`src/rtl/poci_key_irq_if.sv`:
```
// POCI peripheral bus: 12-bit decoded slot inside a 32-bit address, zero-wait slave.
interface poci;
  logic [31:0] paddr;
  logic        psel;
  logic        penable;
  logic        pwrite;
  logic [31:0] pwdata;
  logic [31:0] prdata;
  logic        pready;
  logic        pslverr;

  modport f (
    input  paddr, psel, penable, pwrite, pwdata,
    output prdata, pready, pslverr
  );
endinterface

```
`src/rtl/poci_key_irq.sv`:
```
// Key/switch debounce and event controller on a POCI slave port.
// Each raw input gets a synchroniser + debouncer lane; accepted edges latch W1C pending bits.
module poci_key_irq_deb #(
  parameter int   DEB_CYCLES = 50000,
  parameter logic RST_VAL    = 1'b0
) (
  input  logic clk,
  input  logic rst_n,
  input  logic raw_i,
  output logic level_o,
  output logic upd_o,
  output logic nxt_o
);
  localparam int CW = (DEB_CYCLES > 2) ? $clog2(DEB_CYCLES) : 1;

  logic [1:0]    sync_q;
  logic          d_q, d_d;
  logic [CW-1:0] c_q, c_d;
  logic          s;

  assign s = sync_q[1];

  // upd_o fires on the edge where d takes the new level, so events land together with LEVEL
  assign upd_o   = (s != d_q) && (c_q == CW'(DEB_CYCLES - 1));
  assign nxt_o   = s;
  assign level_o = d_q;

  always_comb begin
    c_d = '0;
    d_d = d_q;
    if (s != d_q) begin
      if (upd_o) d_d = s;
      else       c_d = c_q + CW'(1);
    end
  end

  always_ff @(posedge clk or negedge rst_n) begin
    if (!rst_n) begin
      sync_q <= {2{RST_VAL}};
      d_q    <= RST_VAL;
      c_q    <= '0;
    end else begin
      sync_q <= {sync_q[0], raw_i};
      d_q    <= d_d;
      c_q    <= c_d;
    end
  end
endmodule

module poci_key_irq #(
  parameter int DEB_CYCLES = 50000
) (
  input  logic       pclk,
  input  logic       presetn,
  poci.f             bus,
  input  logic [3:0] key,
  input  logic [9:0] sw,
  output logic       irq
);
  localparam int NUM_LANES = 14;
  localparam int NUM_KEYS  = 4;

  logic [NUM_LANES-1:0] raw, lvl, upd, nxt, ev;
  logic [NUM_KEYS-1:0]  kpress;
  logic [NUM_LANES-1:0] pend_q, pend_d, ien_q, ien_d;
  logic [15:0]          cnt_q, cnt_d;
  logic [16:0]          cnt_sum;
  logic [2:0]           npress;
  logic                 irq_q;
  logic                 wr;
  logic [11:0]          addr;
  logic                 unused;

  assign raw = {sw, key};

  for (genvar i = 0; i < NUM_LANES; i++) begin : g_lane
    poci_key_irq_deb #(
      .DEB_CYCLES (DEB_CYCLES),
      .RST_VAL    (i < NUM_KEYS)
    ) u_deb (
      .clk     (pclk),
      .rst_n   (presetn),
      .raw_i   (raw[i]),
      .level_o (lvl[i]),
      .upd_o   (upd[i]),
      .nxt_o   (nxt[i])
    );
  end

  // keys are active-low: only a settle to 0 is a press
  assign kpress = upd[NUM_KEYS-1:0] & ~nxt[NUM_KEYS-1:0];
  assign ev     = {upd[NUM_LANES-1:NUM_KEYS], kpress};
  assign npress = 3'(kpress[0]) + 3'(kpress[1]) + 3'(kpress[2]) + 3'(kpress[3]);

  assign addr   = bus.paddr[11:0];
  assign wr     = bus.psel & bus.penable & bus.pwrite;
  assign unused = ^{bus.paddr[31:12], bus.pwdata[31:14]};

  assign cnt_sum = {1'b0, cnt_q} + 17'(npress);

  always_comb begin
    pend_d = pend_q;
    ien_d  = ien_q;
    cnt_d  = cnt_sum[16] ? 16'hFFFF : cnt_sum[15:0];
    if (wr && addr == 12'h004) pend_d = pend_q & ~bus.pwdata[NUM_LANES-1:0];
    if (wr && addr == 12'h008) ien_d  = bus.pwdata[NUM_LANES-1:0];
    if (wr && addr == 12'h00C) cnt_d  = '0;
    // OR-in after the clear so a same-cycle event survives its W1C
    pend_d = pend_d | ev;
  end

  always_ff @(posedge pclk or negedge presetn) begin
    if (!presetn) begin
      pend_q <= '0;
      ien_q  <= '0;
      cnt_q  <= '0;
      irq_q  <= 1'b0;
    end else begin
      pend_q <= pend_d;
      ien_q  <= ien_d;
      cnt_q  <= cnt_d;
      irq_q  <= |(pend_q & ien_q);
    end
  end

  always_comb begin
    bus.prdata = '0;
    if (bus.psel && !bus.pwrite) begin
      case (addr)
        12'h000: bus.prdata = {18'b0, lvl};
        12'h004: bus.prdata = {18'b0, pend_q};
        12'h008: bus.prdata = {18'b0, ien_q};
        12'h00C: bus.prdata = {16'b0, cnt_q};
        default: bus.prdata = '0;
      endcase
    end
  end

  assign bus.pready  = 1'b1;
  assign bus.pslverr = 1'b0;
  assign irq         = irq_q;
endmodule

```
`src/flat_wrapper.sv`:
```
// flat-port wrapper written by rule: the top's interface ports become plain ports
module poci_key_irq_flat 
#(
  parameter int DEB_CYCLES = 50000
)
  (pclk, presetn, key, sw, irq, bus_paddr, bus_psel, bus_penable, bus_pwrite, bus_pwdata, bus_prdata, bus_pready, bus_pslverr);
  poci bus_i ();
  input  logic pclk;
  input  logic presetn;
  input  logic [3:0] key;
  input  logic [9:0] sw;
  output logic irq;
  input wire logic [$bits(bus_i.paddr)-1:0] bus_paddr;
  input wire logic [$bits(bus_i.psel)-1:0] bus_psel;
  input wire logic [$bits(bus_i.penable)-1:0] bus_penable;
  input wire logic [$bits(bus_i.pwrite)-1:0] bus_pwrite;
  input wire logic [$bits(bus_i.pwdata)-1:0] bus_pwdata;
  output wire logic [$bits(bus_i.prdata)-1:0] bus_prdata;
  output wire logic [$bits(bus_i.pready)-1:0] bus_pready;
  output wire logic [$bits(bus_i.pslverr)-1:0] bus_pslverr;
  assign bus_i.paddr = bus_paddr;
  assign bus_i.psel = bus_psel;
  assign bus_i.penable = bus_penable;
  assign bus_i.pwrite = bus_pwrite;
  assign bus_i.pwdata = bus_pwdata;
  assign bus_prdata = bus_i.prdata;
  assign bus_pready = bus_i.pready;
  assign bus_pslverr = bus_i.pslverr;
  poci_key_irq #(.DEB_CYCLES(DEB_CYCLES)) u_core (.pclk(pclk), .presetn(presetn), .bus(bus_i), .key(key), .sw(sw), .irq(irq));
endmodule
```
`config.mk`:
```
export PLATFORM = sky130hd
export DESIGN_NAME = poci_key_irq_flat
export DESIGN_NICKNAME = d
export VERILOG_FILES = /design/src/rtl/poci_key_irq_if.sv /design/src/rtl/poci_key_irq.sv /design/src/flat_wrapper.sv
export SDC_FILE = /design/constraint.sdc
export NUM_CORES = 1
export LEC_CHECK = 0
export ABC_AREA = 1
export ABC_CLOCK_PERIOD_IN_PS = 10750
export CAP_MARGIN = 20
export CORE_UTILIZATION = 67
export DETAILED_ROUTE_END_ITERATION = 7
export DONT_BUFFER_PORTS = 1
export PLACE_DENSITY_LB_ADDON = 0.25
export SYNTH_ARGS = -nofsm -noshare
export SYNTH_HDL_FRONTEND = slang
export SYNTH_HIERARCHICAL = 1
export SYNTH_SLANG_ARGS = --single-unit
```
`constraint.sdc`:
```
create_clock -name pclk -period 10.75 [get_ports pclk]
set_clock_uncertainty 0.2 [all_clocks]
set_input_delay 1.075 -clock pclk [delete_from_list [all_inputs] [get_ports pclk]]
set_output_delay 1.075 -clock pclk [all_outputs]
set_load 0.01 [all_outputs]
```
==> results of run 1 <==
-- synthesized netlist by cell type, types with 14 or more instances --
| cell | instances |
|---|---|
| xor2_2 | 14 |
| nor2_2 | 32 |
| o21bai_1 | 48 |
| dfrtp_1 | 299 |
| nor2_1 | 442 |
| ha_1 | 15 |
| xnor2_1 | 18 |
| nand4_1 | 84 |
| inv_1 | 238 |
| o21ai_2 | 14 |
| nor3_2 | 15 |
| o21ai_1 | 23 |
| nand2_1 | 547 |
| nor2_4 | 17 |
| buf_4 | 21 |
| inv_4 | 14 |
| nand3b_1 | 30 |
| nand2_2 | 16 |
| nand3_1 | 214 |
| o21ai_0 | 18 |
| nor3b_2 | 14 |
| xor2_1 | 73 |
-- flip-flops by register name (all words and copies together), names as in the netlist --
| signal | flops |
|---|---|
| u_core/g_lane.u_deb/sync_q | 28 |
| u_core/pend_q | 14 |
| u_core/g_lane.u_deb/level_o | 14 |
| u_core/irq | 1 |
| u_core/ien_q | 14 |
| u_core/g_lane.u_deb/c_q | 224 |
| u_core/cnt_q | 16 |
-- layer usage --
metal | GRT usage [%] | vias to the layer above | part of all wire [%]
met5 | 0 | - | 0.045
met4 | 12.8 | 2 | 3.8
met3 | 4.77 | 103 | 4.9
met2 | 50.1 | 392 | 48
met1 | 35.2 | 6992 | 43
li1 | - | 7225 | -
-- report_power, final --
| part | switching [W] | internal (W) | leakage, nW | total [W] |
|---|---|---|---|---|
| Combinational | 0.0000463 | 0.0000194 | 3.62 | 0.0000657 |
| Clock | 0.000465 | 0.000690 | 0.550 | 0.00116 |
| Sequential | 0.0000165 | 0.00119 | 4.10 | 0.00121 |
| Total | 0.000528 | 0.00190 | 8.26 | 0.00243 |
-- logic make-up (layout without fill, tap and decap cells) --
| logic type | count (synthesis) | in the layout | share of synthesized area (%) |
|---|---|---|---|
| AND/OR/NAND/NOR | 1421 | 1421 | 36.7 |
| flip-flops | 311 | 311 | 44.4 |
| buffers and inverters | 294 | 326 | 7.01 |
| AO/OA/AOI/OAI | 118 | 118 | 4.64 |
| XOR/XNOR | 105 | 105 | 5.83 |
| adder cells (fa/ha/maj) | 18 | 18 | 1.41 |
| other | 2 | 18 | 0.0427 |
-- cell type report --
type                    count  area [sq um]
multi-input cells        1680          8610
clock inverters            11          91.3
inverters                 263          1020
clock buffers              51          1030
well taps                 330           413
flip-flops and latches    311          7800
repair buffers              1          7.51
fillers                  1882          6500
-- stage by stage --
step	hold WS (ns)	setup WS, ns	cells
floorplan	0.131	7.29	2285
global placement	0.132	6.22	2585
detailed placement	0.135	6.15	2585
CTS	0.0558	6.14	2647
global route	0.0542	5.91	2647
finish	0.0681	6.11	2647
-- final timing paths --
check | startpoint | end | depth (start not counted)
max | bus_paddr[5] | bus_prdata[2] | 7
min | presetn | u_core/g_lane[8].u_deb/c_q[7] | 0
max reg2reg | u_core/g_lane[0].u_deb/sync_q[1] | u_core/cnt_q[8] | 16
min in group pclk | u_core/g_lane[7].u_deb/sync_q[0] | u_core/g_lane[7].u_deb/sync_q[1] | 0
max in group asynchronous | presetn | u_core/g_lane[5].u_deb/c_q[11] | 0
min reg2reg | u_core/g_lane[7].u_deb/sync_q[0] | u_core/g_lane[7].u_deb/sync_q[1] | 0
-- worst reg2reg max path, stage by stage, from the launching register on --
cell and delay (ns):
dfstp_2 0.58, xor2_2 0.40, inv_4 0.12, nor3_2 0.25, nand2_1 0.13, fa_1 0.54
fa_1 0.40, inv_1 0.10, fa_1 0.24, nand3_2 0.15, nor2_4 0.14, inv_2 0.07
nor2_8 0.11, nand3_4 0.22, clkinv_1 0.13, nor2_1 0.06, nor2_1 0.10
==> key figures, run 1 <==
Outcome
  – Run status: completed

Synth
  – Async set-or-reset flop fraction in the synthesized netlist: 100%
  – Top post-synthesis cells by area: dfrtp_1, nand2_1, nor2_1
  – Main flop type after synthesis: dfrtp_1
  – Yosys top cell by area: dfrtp_1
  – Syn Area/Cell: 7.75 sq um
  – Post-Syn Instances: 2269
  – Seq/Total Area, Yosys: 44.4%
  – Ys Warns: 6
  – Synth cell types: 40
  – EDFF count, synth: 0
  – Mapped Area: 17600 sq um
  – Post-synth top area share: 42.6%
  – #FFs+latches synth: 311

Clocking
  – H-Tree Depth: 2
  – Root buf cell: clkbuf_16
  – # clock sinks: 311
  – CTS Buffer Depth: 3
  – Post-CTS Hold Fix Bufs: 0
  – Worst skew pair latency: 0.51 ns
  – Reg clk slew, reported paths: 0.05 ns
  – Setup Buffers After CTS: 0
  – Post-cts resize count: 0
  – CTS Buf Count: 36
  – CTS tree: built

Critical path
  – Critical Path AT: 3.37 ns
  – Critical Path RT: 9.48 ns
  – Worst-path maximum fanout: 53
  – Worst path bufs/invs: 1
  – Max stage delay on crit path: 0.84 ns
  – Slowest CP cell: nor2_4
  – Setup crit start kind: input pin
  – Critical Path Sink Type: output pin
  – Delay-heaviest family, CP: simple AND/OR/NAND/NOR gates
  – WS Path Type: input pin to output pin
  – CP Cell Sequence: nor2_1 > nand2_1 > nor2_4 > nand3_1 > nor2_2 > inv_2 > nor2_1
  – Reg-to-reg slack, setup: 6.77 ns
  – Top cell by count, worst path: nor2_1

Finish
  – Commonest non-fill, non-tap cells in the layout: nand2_1, nor2_1, dfrtp_1, inv_1, nand3_1
  – Fin area: 19000 sq um
  – Number of diodes: 0
  – Area growth syn-to-layout: 7.91%
  – Util after Layout: 74.5%
  – Commonest non-fill, non-tap cell in the layout: nand2_1
  – Nets: 2394
  – Layout cell share with drive strength beyond 1: 9.75%

Timing
  – Final worst-path cycle share: 43.2%
  – Worst-margin pin slew: 1.15 ns
  – RSZ-0062 raised after global routing: false
  – Final critical-path required period: 4.64 ns
  – Slew Limit Fails: 0
  – Setup TNS: 0 ns
  – Slew margin rel.: 23.5%
  – Setup Viol. Count Final: 0
  – Max Clk Rate: 215 MHz
  – Hold Vio Cnt, Final: 0

GRT
  – Largest net degree at the start of global routing: 312
  – GRT Total Usage: 28.8%
  – Overflow after GRT: 0
  – Vias in the first global route: 14183
  – First-pass GRT wire length: 63200 microns
  – Initial antenna violation count: 1

Floorplanning
  – DIE AREA: 26900 sq um
  – Ports: 118
  – Row Count: 58
  – Core Area: 25500 sq um
  – Initial Util: 69.0%
  – Die outline height: 164 microns
  – Width of the die: 164 microns

Placement
  – IO Port Bufs: 0
  – Placer congestion estimate: 0.891
  – Placed instance area: 17900 sq um
  – Hpwl dp: 26300 microns

Route
  – Drt initial violations: 1182
  – DRC Markers: 0
  – Final wirelength: 37700 microns
  – WL/cell: 14.3 microns
  – Vias per cell: 5.56
  – Total number of vias: 14714
  – DRT Pass-1 Iters: 6
  – Post-route ant nets: 0

Job
  – Max Cap Viol: 0

Pwr
  – Leakage power: 8.26 nW
  – Power per cell area: 128 nW/um^2
  – Total Power: 0.00243 W
  – Worst IR Drop VDD: 146 uV

Worst hold path
  – Hold Path Class: input pin to async pin
Power figures use the tool's default switching activity.
==> run 2: changes to the inputs <==
ABC_AREA = 0   (was 1)
ABC_CLOCK_PERIOD_IN_PS = 4850   (was 10750)
CORE_UTILIZATION = 64   (was 67)
clock period = 4.85 ns   (was 10.75 ns; I/O delays follow)
==> run 2 against run 1 <==
Net effect: the flow now finishes with violations (hold timing); cell area fell by 11%; combinational power grew 110%; synthesized cell count shrank 38%; clock-buffer cell count is 1 lower; cell count shrank 33%; clock power rose by 120%; critical path depth is 6 higher; sequential share of layout area up 5.1 points; flip-flop and latch count unchanged; global-route usage down 3.6 points; die area shrank 8.4%.
==> key figures, run 2 <==
Timing
  – Max Clk Rate: 219 MHz
  – Final critical-path required period: 4.57 ns
  – Worst-margin pin slew: 0.986 ns
  – Worst hold margin: -0.517 ns
  – Setup Viol. Count Final: 0
  – Setup TNS: 0 ns
  – Slew Limit Fails: 0
  – RSZ-0062 raised after global routing: false
  – Final worst-path cycle share: 94.2%
  – Hold Vio Cnt, Final: 311
  – Slew margin rel.: 33.8%

Synth
  – Mapped Area: 15400 sq um
  – Synth cell count leaders: dfrtp_1, nor2_1, xnor2_1, nand2_1, nand3_1
  – Largest family of logic cells by synthesized area: simple AND/OR/NAND/NOR gates
  – Simple-gate area share of the yosys netlist: 25.8%
  – Post-synth top area share: 48.7%
  – Post-Synth XOR/XNOR Area: 12.5%
  – Post-synthesis adder-cell area fraction: 1.61%
  – Synth cell types: 47
  – Seq/Total Area, Yosys: 50.7%
  – EDFF count, synth: 0
  – Syn Area/Cell: 11.0 sq um
  – Async set-or-reset flop fraction in the synthesized netlist: 100%
  – Ys Warns: 6
  – Top-count cell post-synth: dfrtp_1
  – #FFs+latches synth: 311
  – Synth Area in Compound Gates: 1.80%
  – Top post-synthesis cells by area: dfrtp_1, xnor2_1, nor2_1
  – Main flop type after synthesis: dfrtp_1
  – Yosys top cell by area: dfrtp_1
  – Post-Syn Instances: 1403
  – Post-synthesis mux area share: 4.69%

Finish
  – Nets: 1543
  – Commonest non-fill, non-tap cell in the layout: dfrtp_1
  – Area growth syn-to-layout: 9.78%
  – Layout cell share with drive strength beyond 1: 12.0%
  – Commonest non-fill, non-tap cells in the layout: dfrtp_1, nor2_1, xnor2_1, nand2_1, nand3_1
  – Largest reg by FF count: u_core/g_lane.u_deb/c_q
  – Max reg flops: 224
  – Biggest regs: u_core/g_lane.u_deb/c_q: 224 flops, u_core/g_lane.u_deb/sync_q: 28 flops, u_core/cnt_q: 16 flops
  – Number of diodes: 0

GRT
  – Initial antenna violation count: 1
  – Vias in the first global route: 10266
  – First-pass GRT wire length: 50100 microns
  – Overflow after GRT: 0
  – GRT Total Usage: 25.2%
  – Largest net degree at the start of global routing: 312

Clocking
  – Worst skew pair latency: 0.50 ns
  – Post-cts resize count: 0
  – H-Tree Depth: 2
  – CTS Buf Count: 34
  – # clock sinks: 311
  – Post-CTS Hold Fix Bufs: 28
  – Setup Buffers After CTS: 0
  – Root buf cell: clkbuf_16
  – CTS tree: built
  – Reg clk slew, reported paths: 0.06 ns
  – CTS Buffer Depth: 3

Critical path
  – Slowest CP cell: or4_4
  – Setup crit start kind: flip-flop
  – Worst-path maximum fanout: 12
  – Critical Path RT: 5.08 ns
  – Top cell by count, worst path: fa_1
  – CP Cell Sequence: or4b_1 > or4_4 > and2b_2 > nand2b_1 > fa_1 > fa_1 > inv_1 > fa_1 > nand3_1 > nor4_4 > nand4_1 > buf_4 > a21oi_1
  – Critical Path Sink Type: flip-flop
  – Max stage delay on crit path: 0.57 ns
  – WS Path Type: flip-flop to flip-flop
  – Critical Path AT: 4.79 ns

Pwr
  – NetSw: 0.00112 W
  – Share of power burned in registers: 50.0%
  – Switch share: 20.8%
  – Worst IR Drop VDD: 309 uV
  – Power per cell area: 318 nW/um^2
  – Power Internal: 0.00425 W
  – Leakage power: 6.99 nW
  – Clk network pwr share: 47.4%
  – Logic pwr share: 2.6%

Worst hold path
  – Hold Path Class: input pin to async pin

Floorplanning
  – Ports: 118
  – Row Count: 56
  – Initial Util: 65.3%
  – Width of the die: 157 microns
  – DIE AREA: 24600 sq um
  – Die outline height: 157 microns
  – Core Area: 23500 sq um

Route
  – Drt initial violations: 700
  – DRC Markers: 0
  – Vias per cell: 5.82
  – DRT Pass-1 Iters: 5
  – Final wirelength: 29700 microns
  – Post-route ant nets: 0
  – Total number of vias: 10394
  – WL/cell: 16.6 microns

Outcome
  – Run status: finished with violations
  – Violated checks: hold timing

Placement
  – IO Port Bufs: 0
  – Hpwl dp: 19000 microns
  – Placer congestion estimate: 0.878

Job
  – Max Cap Viol: 0
==> run 2: changes by cell type after synthesis, sizes merged, moves of 29 or more <==
cell and change:
inv -241, nand2 -472, o21bai -48, nand3b -29, nor2 -246, xnor2 +128
o21ai -53, nor4 +60, nand3 -145, nor3 +30
==> run 2: power groups by stage <==
stage / clock network, W / registers, W / logic [W]
2_1_floorplan: 0 / 0.00272 / 0.000126
4_1_cts: 0.00260 / 0.00268 / 0.000140
3_5_place_dp: 0 / 0.00273 / 0.000118
5_1_grt: 0.00270 / 0.00269 / 0.000155
3_3_place_gp: 0 / 0.00272 / 0.000113
6_report: 0.00255 / 0.00268 / 0.000140
==> run 2: kinds of logic after synthesis <==
family,count (synthesis)
other cells,2
mux,42
xor+xnor,220
buf+inv,62
fa+ha+maj,18
compound gates,40
simple gates,708
flops,311
==> run 2: worst paths after layout <==
check | start | end | slack [ns] | depth (start not counted)
setup / recovery | u_core/g_lane[1].u_deb/c_q[10] | u_core/cnt_q[0] | 0.28 | 13
hold / removal | presetn | u_core/g_lane[8].u_deb/c_q[10] | -0.52 | 0
setup reg to reg | u_core/g_lane[1].u_deb/c_q[10] | u_core/cnt_q[0] | 0.28 | 13
hold reg to reg | u_core/g_lane[6].u_deb/sync_q[0] | u_core/g_lane[6].u_deb/sync_q[1] | 0.15 | 0
max in group asynchronous | presetn | u_core/g_lane[7].u_deb/c_q[13] | 4.59 | 0
min in group pclk | u_core/g_lane[6].u_deb/sync_q[0] | u_core/g_lane[6].u_deb/sync_q[1] | 0.15 | 0
==> run 2: layer usage <==
layer / up-vias / global-route usage, % / share of wire (%)
li1: 4951 / - / -
met1: 5183 / 34.3 / 45
met2: 210 / 41.6 / 49
met3: 48 / 4.16 / 3.9
met4: 2 / 7.28 / 2.0
met5: - / 0 / 0.034
==> run 2: critical path, delay by kind of cell (launching register included) <==
kind,cells,cell delay [ns]
AOI/OAI and AO/OA,1,0.17
buffers and inverters,2,0.31
adders and majority gates,3,1.17
and+or+nand+nor,7,2.22
DFF,1,0.43
==> run 2: metrics by stage <==
step,total power [W],instance area (sq um),setup WS [ns],util [%],std cells
2_1_floorplan,0.00284,15400,0.612,-,1419
3_3_place_gp,0.00284,15500,0.430,65.8,1697
3_5_place_dp,0.00284,15500,0.323,65.8,1697
4_1_cts,0.00543,16900,0.303,71.7,1785
5_1_grt,0.00554,16900,0.0515,71.7,1785
6_report,0.00537,16900,0.281,71.7,1785
==> run 2: layout make-up <==
cell class / count / area (sq um)
Clock buffer: 50 / 1000
Clock inverter: 10 / 104
Fill cell: 1677 / 6670
Inverter: 20 / 75.1
Multi-Input combinational cell: 1046 / 7200
Sequential cell: 311 / 7800
Tap cell: 319 / 399
Timing Repair Buffer: 29 / 288
==> run 3: changes to the inputs <==
CORE_UTILIZATION = 50   (was 64)
==> run 3 against run 2 <==
Net effect: the run still ends with hold timing left; cell count is 4.1% higher; via count shrank 1.8%; first-iteration DRC count is 6.6% lower; sequential share of layout area fell by 0.45 points; clock power increased by 5%; sequential power about the same; register-to-register slack better by 0.05 ns; worst setup slack better by 0.046 ns.
==> key figures, run 3 (synthesized netlist as in run 2, its figures left out) <==
Pwr
  – Logic pwr share: 2.5%
  – Power Internal: 0.00439 W
  – Switch share: 20.3%
  – Leakage power: 7.02 nW
  – Worst IR Drop VDD: 294 uV
  – NetSw: 0.00112 W
  – Power per cell area: 323 nW/um^2
  – Share of power burned in registers: 48.7%
  – Clk network pwr share: 48.8%

Route
  – Final wirelength: 29500 microns
  – WL/cell: 15.9 microns
  – Drt initial violations: 654
  – Vias per cell: 5.49
  – DRT Pass-1 Iters: 5
  – Post-route ant nets: 0
  – DRC Markers: 0
  – Total number of vias: 10202

Job
  – Max Cap Viol: 0

Worst hold path
  – Hold Path Class: input pin to async pin

Finish
  – Commonest non-fill, non-tap cells in the layout: dfrtp_1, nor2_1, xnor2_1, nand2_1, nand3_1
  – Commonest non-fill, non-tap cell in the layout: dfrtp_1
  – Largest reg by FF count: u_core/g_lane.u_deb/c_q
  – Nets: 1544
  – Number of diodes: 0
  – Fin area: 17000 sq um
  – Max reg flops: 224
  – Biggest regs: u_core/g_lane.u_deb/c_q: 224 flops, u_core/g_lane.u_deb/sync_q: 28 flops, u_core/cnt_q: 16 flops
  – Layout cell share with drive strength beyond 1: 12.0%
  – Non-filler cells, final: 1859
  – Area growth syn-to-layout: 10.9%

Critical path
  – Critical Path RT: 5.08 ns
  – Setup crit start kind: flip-flop
  – Slowest CP cell: or4_4
  – Critical Path AT: 4.75 ns
  – Max stage delay on crit path: 0.58 ns
  – Top cell by count, worst path: fa_1
  – Worst-path maximum fanout: 12
  – WS Path Type: flip-flop to flip-flop
  – Worst Reg-to-Reg Cells: 13
  – CP Cell Sequence: or4b_1 > or4_4 > and2b_2 > nand2b_1 > fa_1 > fa_1 > inv_1 > fa_1 > nand3_1 > nor4_4 > nand4_1 > buf_4 > a21oi_1
  – Critical Path Sink Type: flip-flop

Floorplanning
  – Width of the die: 177 microns
  – Die outline height: 177 microns
  – Initial Util: 51.3%
  – Row Count: 63
  – Core Area: 30000 sq um
  – DIE AREA: 31400 sq um
  – Ports: 118

Timing
  – Worst hold margin: -0.527 ns
  – Final critical-path required period: 4.52 ns
  – Setup Viol. Count Final: 0
  – Max Clk Rate: 221 MHz
  – Hold Vio Cnt, Final: 311
  – Setup TNS: 0 ns
  – Final worst-path cycle share: 93.3%
  – Slew margin rel.: 30.4%
  – Slew Limit Fails: 0
  – Worst-margin pin slew: 1.04 ns
  – RSZ-0062 raised after global routing: false

GRT
  – Largest net degree at the start of global routing: 312
  – Vias in the first global route: 10072
  – Initial antenna violation count: 1
  – Overflow after GRT: 0
  – GRT Total Usage: 19.6%
  – First-pass GRT wire length: 50200 microns

Clocking
  – # clock sinks: 311
  – CTS tree: built
  – Post-CTS Hold Fix Bufs: 28
  – Setup Buffers After CTS: 0
  – Worst skew pair latency: 0.51 ns
  – Root buf cell: clkbuf_16
  – CTS Buffer Depth: 3
  – Post-cts resize count: 0
  – CTS Buf Count: 35
  – H-Tree Depth: 2
  – Reg clk slew, reported paths: 0.06 ns

Placement
  – IO Port Bufs: 0
  – Placed instance area: 15600 sq um
  – Hpwl dp: 19100 microns
  – Placer congestion estimate: 0.797
  – Inst Count DP: 1768

Outcome
  – Run status: finished with violations
  – Violated checks: hold timing
-- run 3: cell count changes in the layout (fill, tap and decap cells not counted) --
cell / change
clkbuf_8: +5
clkbuf_1: +2
bufinv_16: +1
inv_6: -1
clkinv_2: -4
-- run 3: metrics by stage --
stage	utilization [%]	hold WS [ns]	total power (W)	worst slack, ns
2_1_floorplan	-	-0.0106	0.00284	0.612
3_3_place_gp	52.0	-0.00570	0.00284	0.403
3_5_place_dp	52.0	-0.00692	0.00284	0.315
4_1_cts	56.9	-0.550	0.00559	0.295
5_1_grt	56.9	-0.548	0.00572	0.0884
6_report	56.9	-0.527	0.00550	0.326
-- run 3: layout make-up --
type / instances / area, sq um
Sequential cell: 311 / 7800
Clock buffer: 57 / 1080
Tap cell: 390 / 488
Clock inverter: 6 / 105
Multi-Input combinational cell: 1046 / 7200
Fill cell: 2572 / 12900
Inverter: 20 / 75.1
Timing Repair Buffer: 29 / 288
-- run 3: worst paths after layout --
check | from | to | slack, ns
max | u_core/g_lane[0].u_deb/c_q[10] | u_core/cnt_q[0] | 0.33
min | presetn | u_core/g_lane[4].u_deb/c_q[4] | -0.53
max reg2reg | u_core/g_lane[0].u_deb/c_q[10] | u_core/cnt_q[0] | 0.33
min reg2reg | u_core/g_lane[7].u_deb/sync_q[0] | u_core/g_lane[7].u_deb/sync_q[1] | 0.15
max in group asynchronous | presetn | u_core/g_lane[6].u_deb/c_q[4] | 4.42
min in group pclk | u_core/g_lane[7].u_deb/sync_q[0] | u_core/g_lane[7].u_deb/sync_q[1] | 0.15
-- run 3: power groups by stage --
| stage | clock network, W | logic [W] | registers [W] |
|---|---|---|---|
| global placement | 0 | 0.000115 | 0.00272 |
| detailed placement | 0 | 0.000116 | 0.00273 |
| CTS | 0.00277 | 0.000139 | 0.00268 |
| finish | 0.00268 | 0.000138 | 0.00268 |
| global route | 0.00288 | 0.000154 | 0.00269 |
| floorplan | 0 | 0.000126 | 0.00272 |
-- run 3: worst max-delay path: cells and delay by family (launching register included) --
kind	cells	cell delay, ns
DFF	1	0.43
buffers and inverters	2	0.29
AOI/OAI and AO/OA	1	0.16
and+or+nand+nor	7	2.19
adders and majority gates	3	1.18
-- run 3: per-layer routing --
metal / wire (microns) / up-vias / track usage (%)
met5: 13 / - / 0
met4: 805 / 2 / 6.27
met3: 808 / 52 / 2.68
met2: 13900 / 129 / 31.6
met1: 14000 / 5062 / 27.3
li1: - / 4957 / -
